`src/rtl/attn_sched_pkg.sv`:
```
// Shared types and constants for the attention-score engine scheduler.
// Holds the FSM state encoding, counter widths and a timer width helper.
package attn_sched_pkg;

    typedef logic [1:0] state_t;

    localparam state_t ST_IDLE  = 2'd0;
    localparam state_t ST_START = 2'd1;
    localparam state_t ST_RUN   = 2'd2;
    localparam state_t ST_RESP  = 2'd3;

    localparam int ERR_CNT_W = 8;

    // The timer must be able to hold TIMEOUT_CYCLES itself, not just TIMEOUT_CYCLES-1.
    function automatic int timer_w(input int cycles);
        return $clog2(cycles + 1);
    endfunction

endpackage

```
`src/rtl/rr_arbiter.sv`:
```
// Combinational round-robin arbiter: searches from last_gnt+1 (mod NUM_REQ)
// and reports the first requesting index plus an any-request flag.
module rr_arbiter #(
    parameter int NUM_REQ = 4,
    localparam int IDX_W = $clog2(NUM_REQ)
) (
    input  logic [NUM_REQ-1:0] req,
    input  logic [IDX_W-1:0]   last_gnt,
    output logic [IDX_W-1:0]   winner,
    output logic               any_valid
);

    logic [IDX_W-1:0] idx_s;
    logic             found_s;

    // Rotating priority search; the first hit after last_gnt wins.
    always_comb begin
        winner  = '0;
        found_s = 1'b0;
        idx_s   = '0;
        for (int i = 1; i <= NUM_REQ; i++) begin
            idx_s = IDX_W'((int'(last_gnt) + i) % NUM_REQ);
            if (!found_s && req[idx_s]) begin
                winner  = idx_s;
                found_s = 1'b1;
            end else begin
                found_s = found_s;
            end
        end
    end

    assign any_valid = |req;

endmodule

```
`src/rtl/attn_score_sched.sv`:
```
// Round-robin scheduler sharing one attention-score engine among NUM_REQ
// requesters, with a per-job timeout watchdog and saturating error count.
module attn_score_sched
    import attn_sched_pkg::*;
#(
    parameter int NUM_REQ        = 4,
    parameter int TIMEOUT_CYCLES = 1024,
    localparam int IDX_W         = $clog2(NUM_REQ)
) (
    input  logic                 clk,
    input  logic                 rst_n,
    input  logic [NUM_REQ-1:0]   req_valid,
    output logic [NUM_REQ-1:0]   req_ready,
    output logic [IDX_W-1:0]     sel,
    output logic                 eng_start,
    input  logic                 eng_done,
    output logic [NUM_REQ-1:0]   resp_valid,
    input  logic [NUM_REQ-1:0]   resp_ready,
    output logic                 resp_err,
    output logic                 busy,
    output logic [ERR_CNT_W-1:0] err_cnt
);

    localparam int                   TIMER_W      = timer_w(TIMEOUT_CYCLES);
    localparam logic [TIMER_W-1:0]   TIMER_LAST   = TIMER_W'(TIMEOUT_CYCLES - 1);
    localparam logic [ERR_CNT_W-1:0] ERR_MAX      = {ERR_CNT_W{1'b1}};
    localparam logic [IDX_W-1:0]     LAST_GNT_RST = IDX_W'(NUM_REQ - 1);
    localparam logic [NUM_REQ-1:0]   ONE_HOT0     = NUM_REQ'(1);

    state_t                 state_r;
    state_t                 state_nxt_s;
    logic [IDX_W-1:0]       sel_r;
    logic [IDX_W-1:0]       last_gnt_r;
    logic [TIMER_W-1:0]     timer_r;
    logic [ERR_CNT_W-1:0]   err_cnt_r;
    logic [NUM_REQ-1:0]     req_ready_r;
    logic                   eng_start_r;
    logic [NUM_REQ-1:0]     resp_valid_r;
    logic                   resp_err_r;
    logic                   busy_r;
    logic [IDX_W-1:0]       winner_s;
    logic                   any_req_s;
    logic                   timeout_s;

    rr_arbiter #(
        .NUM_REQ (NUM_REQ)
    ) u_arb (
        .req       (req_valid),
        .last_gnt  (last_gnt_r),
        .winner    (winner_s),
        .any_valid (any_req_s)
    );

    assign timeout_s = (timer_r == TIMER_LAST);

    // Next-state decode; done beats timeout when both land in the same RUN cycle.
    always_comb begin
        state_nxt_s = state_r;
        case (state_r)
            ST_IDLE: begin
                if (any_req_s) begin
                    state_nxt_s = ST_START;
                end else begin
                    state_nxt_s = ST_IDLE;
                end
            end
            ST_START: state_nxt_s = ST_RUN;
            ST_RUN: begin
                if (eng_done || timeout_s) begin
                    state_nxt_s = ST_RESP;
                end else begin
                    state_nxt_s = ST_RUN;
                end
            end
            ST_RESP: begin
                if (resp_ready[sel_r]) begin
                    state_nxt_s = ST_IDLE;
                end else begin
                    state_nxt_s = ST_RESP;
                end
            end
            default: state_nxt_s = ST_IDLE;
        endcase
    end

    // State, timer, error counter and all registered outputs.
    always_ff @(posedge clk or negedge rst_n) begin
        if (!rst_n) begin
            state_r      <= ST_IDLE;
            sel_r        <= '0;
            last_gnt_r   <= LAST_GNT_RST;
            timer_r      <= '0;
            err_cnt_r    <= '0;
            req_ready_r  <= '0;
            eng_start_r  <= 1'b0;
            resp_valid_r <= '0;
            resp_err_r   <= 1'b0;
            busy_r       <= 1'b0;
        end else begin
            state_r     <= state_nxt_s;
            busy_r      <= (state_nxt_s != ST_IDLE);
            req_ready_r <= '0;
            eng_start_r <= 1'b0;
            case (state_r)
                ST_IDLE: begin
                    if (any_req_s) begin
                        sel_r       <= winner_s;
                        req_ready_r <= ONE_HOT0 << winner_s;
                        eng_start_r <= 1'b1;
                    end
                end
                ST_START: timer_r <= '0;
                ST_RUN: begin
                    if (eng_done) begin
                        resp_valid_r <= ONE_HOT0 << sel_r;
                        resp_err_r   <= 1'b0;
                    end else if (timeout_s) begin
                        resp_valid_r <= ONE_HOT0 << sel_r;
                        resp_err_r   <= 1'b1;
                        if (err_cnt_r != ERR_MAX) begin
                            err_cnt_r <= err_cnt_r + ERR_CNT_W'(1);
                        end
                    end else begin
                        timer_r <= timer_r + TIMER_W'(1);
                    end
                end
                ST_RESP: begin
                    if (resp_ready[sel_r]) begin
                        resp_valid_r <= '0;
                        resp_err_r   <= 1'b0;
                        last_gnt_r   <= sel_r;
                    end
                end
                default: begin
                    resp_valid_r <= '0;
                    resp_err_r   <= 1'b0;
                end
            endcase
        end
    end

    assign req_ready  = req_ready_r;
    assign sel        = sel_r;
    assign eng_start  = eng_start_r;
    assign resp_valid = resp_valid_r;
    assign resp_err   = resp_err_r;
    assign busy       = busy_r;
    assign err_cnt    = err_cnt_r;

endmodule

```
`config.mk`:
```
export PLATFORM = sky130hd
export DESIGN_NAME = attn_score_sched
export DESIGN_NICKNAME = d
export VERILOG_FILES = /design/src/rtl/attn_sched_pkg.sv /design/src/rtl/rr_arbiter.sv /design/src/rtl/attn_score_sched.sv
export SDC_FILE = /design/constraint.sdc
export NUM_CORES = 1
export LEC_CHECK = 0
export ABC_AREA = 1
export CORE_MARGIN = 1.5
export CORE_UTILIZATION = 53
export DETAILED_ROUTE_END_ITERATION = 6
export HOLD_SLACK_MARGIN = 0.1
export PLACE_DENSITY = 0.87
export SLEW_MARGIN = 25
export SYNTH_ARGS = -nofsm -noshare
export SYNTH_HDL_FRONTEND = slang
export SYNTH_HIERARCHICAL = 1
export SYNTH_SLANG_ARGS = --single-unit
```
`constraint.sdc`:
```
create_clock -name clk -period 1.8 [get_ports clk]
set_input_delay 0.18 -clock clk [delete_from_list [all_inputs] [get_ports clk]]
set_output_delay 0.18 -clock clk [all_outputs]
set_load 0.005 [all_outputs]
```
Word level (Yosys, flattened, before mapping)
Index checks and enable logic that the tools add are counted.
{"block": "word_totals", "reg_bits": 36, "output_inout_bits": 21, "wordCells": 86, "in_bits": 11}
{"block": "classes", "n_mux": 36, "shifts": 2, "n_reduce_logical": 17, "magnitude_cmp": 5, "bitwise_logic": 1, "addsub": 6, "n_eq_ne": 9}
{"op": "two-way mux 11 bit", "n": 2}
{"op": "case mux 11 bit (2 select lines)", "n": 1}
{"op": "two-way mux 4 bit", "n": 5}
{"op": "less-than comparator 2 x 3 -> 1 bit (second input constant)", "n": 5}
{"op": "two-way mux 1 bit", "n": 15}
{"op": "adder 11 x 1 -> 11 bit (second input constant)", "n": 1}
{"op": "equality test 11 x 10 -> 1 bit (second input constant)", "n": 1}
{"op": "binary-select mux 1 bit (select 2 bit)", "n": 5}
{"op": "two-way mux 2 bit", "n": 5}
{"op": "adder 8 x 1 -> 8 bit (second input constant)", "n": 1}
{"op": "inequality test 8 bit (second input constant)", "n": 1}
{"op": "case mux 2 bit (4 select lines)", "n": 1}
{"op": "case mux 4 bit (2 select lines)", "n": 1}
{"op": "left shift 1 x 2 -> 4 bit (first input constant)", "n": 2}
{"op": "inequality test 2 bit (second input constant)", "n": 3}
{"op": "AND reduction 3 bit", "n": 2}
{"op": "nonzero test 2 bit", "n": 3}
{"op": "adder 2 x 1 -> 2 bit (second input constant)", "n": 2}
{"op": "adder 2 bit (second input constant)", "n": 2}
{"op": "equality test 2 bit (second input constant)", "n": 2}
{"op": "AND reduction 2 bit", "n": 2}
{"op": "AND reduction 4 bit", "n": 1}
{"op": "OR reduction 4 bit", "n": 1}
{"op": "logical AND 1 bit", "n": 3}
{"op": "other kinds (7)", "n": 9}

Logic depth before layout (Yosys ltp)
{"block": "depth", "word_depth": 16, "ltp_mapped": 12, "mapped_depth_nobuf": 11}

By module
Netlist, hierarchy kept.
{"module": "attn_score_sched", "seq_area_each_um2": 903.4, "instances": 1, "cells_each": 237, "area_each_um2": 1864.3}
{"module": "rr_arbiter", "seq_area_each_um2": 0.0, "instances": 1, "cells_each": 50, "area_each_um2": 301.5}

Worst setup path after synthesis
OpenSTA, ideal clock, no wires.
{"block": "synth_path", "kind": "register to register", "startpoint": "register err_cnt_r[0] (netlist: err_cnt[0])", "endpoint": "register err_cnt_r[2] (netlist: err_cnt[2])", "arrival_time_ns": 1.470, "t_required_ns": 1.677, "period_less_slack_ns": 1.593, "slack_ns": 0.207, "path_buffers": 0, "setup_time_ns": 0.123, "stages_incl_launch_ff": 8, "cell_sequence": "dfrtp_1 -> ha_1 -> nand3_1 -> nor2_1 -> a21oi_1 -> nand2_4 -> nand2_1 -> o21ai_1"}
{"block": "synth_between", "elab_chain_len": 2, "elab_cells_between_ends": 3, "cone_classes": "add/sub: 1; eq/ne: 1; reduce/logical: 1"}
{"item": "start, declared", "line": "attn_score_sched.sv:35", "rtl": "logic [ERR_CNT_W-1:0] err_cnt_r;"}
{"item": "start signal, assigned", "line": "attn_score_sched.sv:121", "rtl": "err_cnt_r <= err_cnt_r + ERR_CNT_W'(1);"}
{"item": "branches (longest 2 deep; another with adder 8 x 1 -> 8 bit)"}
Parallel ways; which one is timed is not known.
A chain may end at the register's enable or synchronous reset.

Worst setup path in the final report
{"block": "layout_path", "startpoint": "register last_gnt_r[0]", "endpoint": "register sel_r[1] (netlist: sel[1])"}
{"block": "layout_between", "elab_chain_len": 13, "elab_cells_between_ends": 25, "cone_classes": "add/sub: 4; mux: 15; reduce/logical: 6"}
{"item": "start, declared", "line": "attn_score_sched.sv:33", "rtl": "logic [IDX_W-1:0] last_gnt_r;"}
{"item": "start signal, assigned", "line": "attn_score_sched.sv:131", "rtl": "last_gnt_r <= sel_r;"}
{"item": "adder 2 x 1 -> 2 bit", "line": "rr_arbiter.sv:22", "rtl": "idx_s = IDX_W'((int'(last_gnt) + i) % NUM_REQ);"}
{"item": "binary-select mux 1 bit (select 2 bit)", "line": "rr_arbiter.sv:23", "rtl": "if (!found_s && req[idx_s]) begin"}
{"item": "two-way mux 1 bit (implied by the code)", "line": "rr_arbiter.sv:23"}
{"item": "two-way mux 1 bit", "line": "rr_arbiter.sv:23"}
{"item": "logical NOT 1 bit", "line": "rr_arbiter.sv:23"}
{"item": "logical AND 1 bit", "line": "rr_arbiter.sv:23"}
{"item": "two-way mux 1 bit", "line": "rr_arbiter.sv:23"}
{"item": "logical NOT 1 bit", "line": "rr_arbiter.sv:23"}
{"item": "logical AND 1 bit", "line": "rr_arbiter.sv:23"}
{"item": "two-way mux 1 bit", "line": "rr_arbiter.sv:23"}
{"item": "logical NOT 1 bit", "line": "rr_arbiter.sv:23"}
{"item": "logical AND 1 bit", "line": "rr_arbiter.sv:23"}
{"item": "two-way mux 2 bit *", "line": "rr_arbiter.sv:23"}
{"item": "named net winner_s[1]", "line": "attn_score_sched.sv:41", "rtl": "logic [IDX_W-1:0] winner_s;"}
{"item": "end signal, assigned", "line": "attn_score_sched.sv:107", "rtl": "sel_r <= winner_s;"}
{"item": "end, declared", "line": "attn_score_sched.sv:32", "rtl": "logic [IDX_W-1:0] sel_r;"}
Mark *: on every way through the listed nets, which the timed path passes. The rest lies on a longest branch. The select of a mux whose other input is x is not followed.

==> impl_metrics.py <==
metrics = {
    "run_status": {
        "outcome": "finished clean",
    },
    "grt": {
        "grt_pass1_vias": 1803,
        "gr-total-overflow": 0,
        "grt_max_degree": 37,
        "antenna_found_initial": 0,
        "gr-usage-all-layers_pct": 21.73,
        "grt_pass1_wl_um": 7369,
    },
    "yosys": {
        "syn-instance-count": 287,
        "yosysSeqAreaShare_pct": 41.71,
        "synth_nets": 300,
        "synthesis.area_um2": 2166,
        "synth.distinct_cells": 30,
        "ys_warn_count": 6,
        "syn_avg_cell_area_um2": 7.546,
        "synth_seq_cells": 36,
    },
    "floorplan": {
        "initial_utilization_pct": 54.54,
        "die_w_um": 66.93,
        "core_area_um2": 3971,
        "num_rows": 23,
        "die_area_um2": 4479,
        "die_h_um": 66.93,
        "io_pins": 32,
    },
    "clocking": {
        "clock_path_buffers": 2,
        "cts.sinks": 36,
        "insertion_delay_ns": 0.28,
        "ctsResizeCount": 0,
        "hold_buffers": 0,
        "clk_pin_slew_ns": 0.07,
        "numCtsBuffers": 5,
        "root_buffer": "clkbuf_8",
        "tritoncts": "done",
        "htreeDepth": 2,
    },
    "placed_design": {
        "gp_congestion": 0.8461,
        "placed_area_um2": 2584,
        "dp_slack_ns": 0.1260,
        "numPortBuffers": 31,
        "place_hpwl_um": 3183,
    },
    "timing": {
        "slew_headroom_pct": 70.20,
        "max_freq_mhz": 588.4,
        "fin_skew_ns": 0.004566,
        "timing.final.crit_share_pct": 94.42,
        "tns_ns": 0,
        "rsz0062_at_grt": "no",
        "slew_violations": 0,
        "hold_viol": 0,
        "finalSetupViolCount": 0,
        "fin_crit_ns": 1.700,
        "worst_pin_slew_ns": 0.4470,
        "setup_slack_ns": 0.1005,
    },
    "power": {
        "p_per_area_nw_per_um2": 1306,
        "peakVddDrop_uv": 944.2,
        "p_total_uw": 3494,
        "power.leakage_uw": 0.001297,
    },
    "route": {
        "detail_route.first_pass.iterations": 5,
        "wl_um": 4301,
        "ant_nets": 0,
        "drc_errors": 0,
        "wire_per_inst_um": 11.26,
        "vias_per_cell": 5.052,
        "drt-initial-drc-count": 109,
        "num_vias": 1930,
    },
    "worst_hold_path": {
        "hold_class": "in -> async",
    },
    "critical_path": {
        "worstPathArrival_ns": 1.86,
        "critPathKind": "reg -> reg",
        "worstSetupStartpointType": "register",
        "cp_max_fo": 9,
        "end_kind": "register",
        "worstPathRequired_ns": 1.96,
    },
    "final_layout": {
        "drive_gt1_share_pct": 13.55,
        "fin_nets": 344,
        "n_antenna_cell": 0,
        "syn2layout_area_growth_pct": 23.57,
        "final_cell_area_um2": 2676,
    },
    "flow_run": {
        "max-cap-violations": 0,
    },
}
through the flow:
step | util, % | hold slack [ns] | instances
5_1_grt | 67.39 | 0.3440 | 382
2_1_floorplan | - | -0.1156 | 287
4_1_cts | 67.20 | 0.3186 | 381
3_3_place_gp | 65.06 | 0.5012 | 373
3_5_place_dp | 65.06 | 0.4945 | 373
6_report | 67.39 | 0.3023 | 382
metal layers:
layer | wire length (um) | up-vias | share of wire [%] | track usage, %
met5 | 0 | - | 0 | 0
met4 | 36 | 0 | 0.84 | 8.163
met3 | 117 | 4 | 2.7 | 4.561
met2 | 2157 | 30 | 50 | 37.50
met1 | 1988 | 888 | 46 | 26.51
li1 | - | 1008 | - | -
final cells by class:
cell class	instances	area, um^2
fillers	313	1295
multi-input cells	216	1110
flip-flops and latches	36	903.4
repair buffers	40	390.4
inverters	32	125.1
clock buffers	6	72.57
well taps	50	62.56
clock inverters	2	12.51
path summary, 6_finish.rpt:
kind	end	cells after the start	startpoint	slack, ns
max reg2reg	sel[1]	9	last_gnt_r[0]	0.10
max	sel[1]	9	last_gnt_r[0]	0.10
max in group asynchronous	last_gnt_r[0]	2	rst_n	1.15
min in group clk	resp_valid[1]	2	resp_valid[1]	0.52
min	timer_r[6]	2	rst_n	0.30
min reg2reg	resp_valid[1]	2	resp_valid[1]	0.52
cells by family after synthesis:
kind of cell / count (synthesis) / synth area share (%)
AO/OA/AOI/OAI: 22 / 5.893
adder cells (fa/ha/maj): 2 / 1.155
AND/OR/NAND/NOR: 188 / 42.58
XOR/XNOR: 4 / 1.618
flip-flops: 36 / 41.71
buffers and inverters: 35 / 7.048
critical path: stages, from the launching register on:
cell	delay [ns]
dfstp_2	0.65
inv_6	0.07
nand2_1	0.07
nand2_2	0.07
nand2_4	0.09
inv_1	0.05
a31oi_1	0.15
nand3_1	0.18
nand2_1	0.15
o21ai_0	0.09
placed cells by master (no fill, tap or decap), drive strengths merged:
cell           count
nor2              25
xnor2              3
clkdlybuf4s50     31
inv               32
o21ai             16
buf                9
clkbuf             6
dfrtp             34
a21oi              3
nor3               4
nand4              5
o211ai             1
ha                 2
dfstp              2
nand3             38
o21bai             1
nor3b              2
a31oi              1
nand3b             4
nand2            110
clkinvlp           1
clkinv             1
xor2               1
synth_stat cells (all sizes together):
cell type / n / area, um^2
ha: 2 / 25.02
nand3b: 4 / 30.03
inv: 32 / 125.1
nand3: 38 / 207.7
o21bai: 1 / 7.510
nor2: 25 / 132.6
nor3b: 2 / 15.01
dfstp: 2 / 52.55
dfrtp: 34 / 850.8
xor2: 1 / 8.760
a21oi: 3 / 26.28
nor3: 4 / 20.02
buf: 3 / 27.52
o21ai: 16 / 80.07
a31oi: 1 / 6.260
o211ai: 1 / 7.510
nand2: 110 / 485.5
xnor2: 3 / 26.28
nand4: 5 / 31.28
report_power, final:
group | internal (uW) | switching, uW | leakage [uW]
combinational | 720 | 1060 | 0.000781
clock | 270 | 279 | 0.0000412
sequential | 1000 | 166 | 0.000475
total | 1990 | 1500 | 0.00130
registers in the layout (all words and copies together), names as in the netlist:
| signal | cells |
|---|---|
| resp_valid | 4 |
| sel | 2 |
| eng_start | 1 |
| resp_err | 1 |
| busy | 1 |
| timer_r | 11 |
| last_gnt_r | 2 |
| state_r | 2 |
| req_ready | 4 |
| err_cnt | 8 |
what timing repair did:
action / CTS / global route
endpoints found under the hold margin: 0 / 0
buffers inserted: 0 / 1
setup endpoints to repair: 0 / 5
Power figures use the tool's default switching activity.
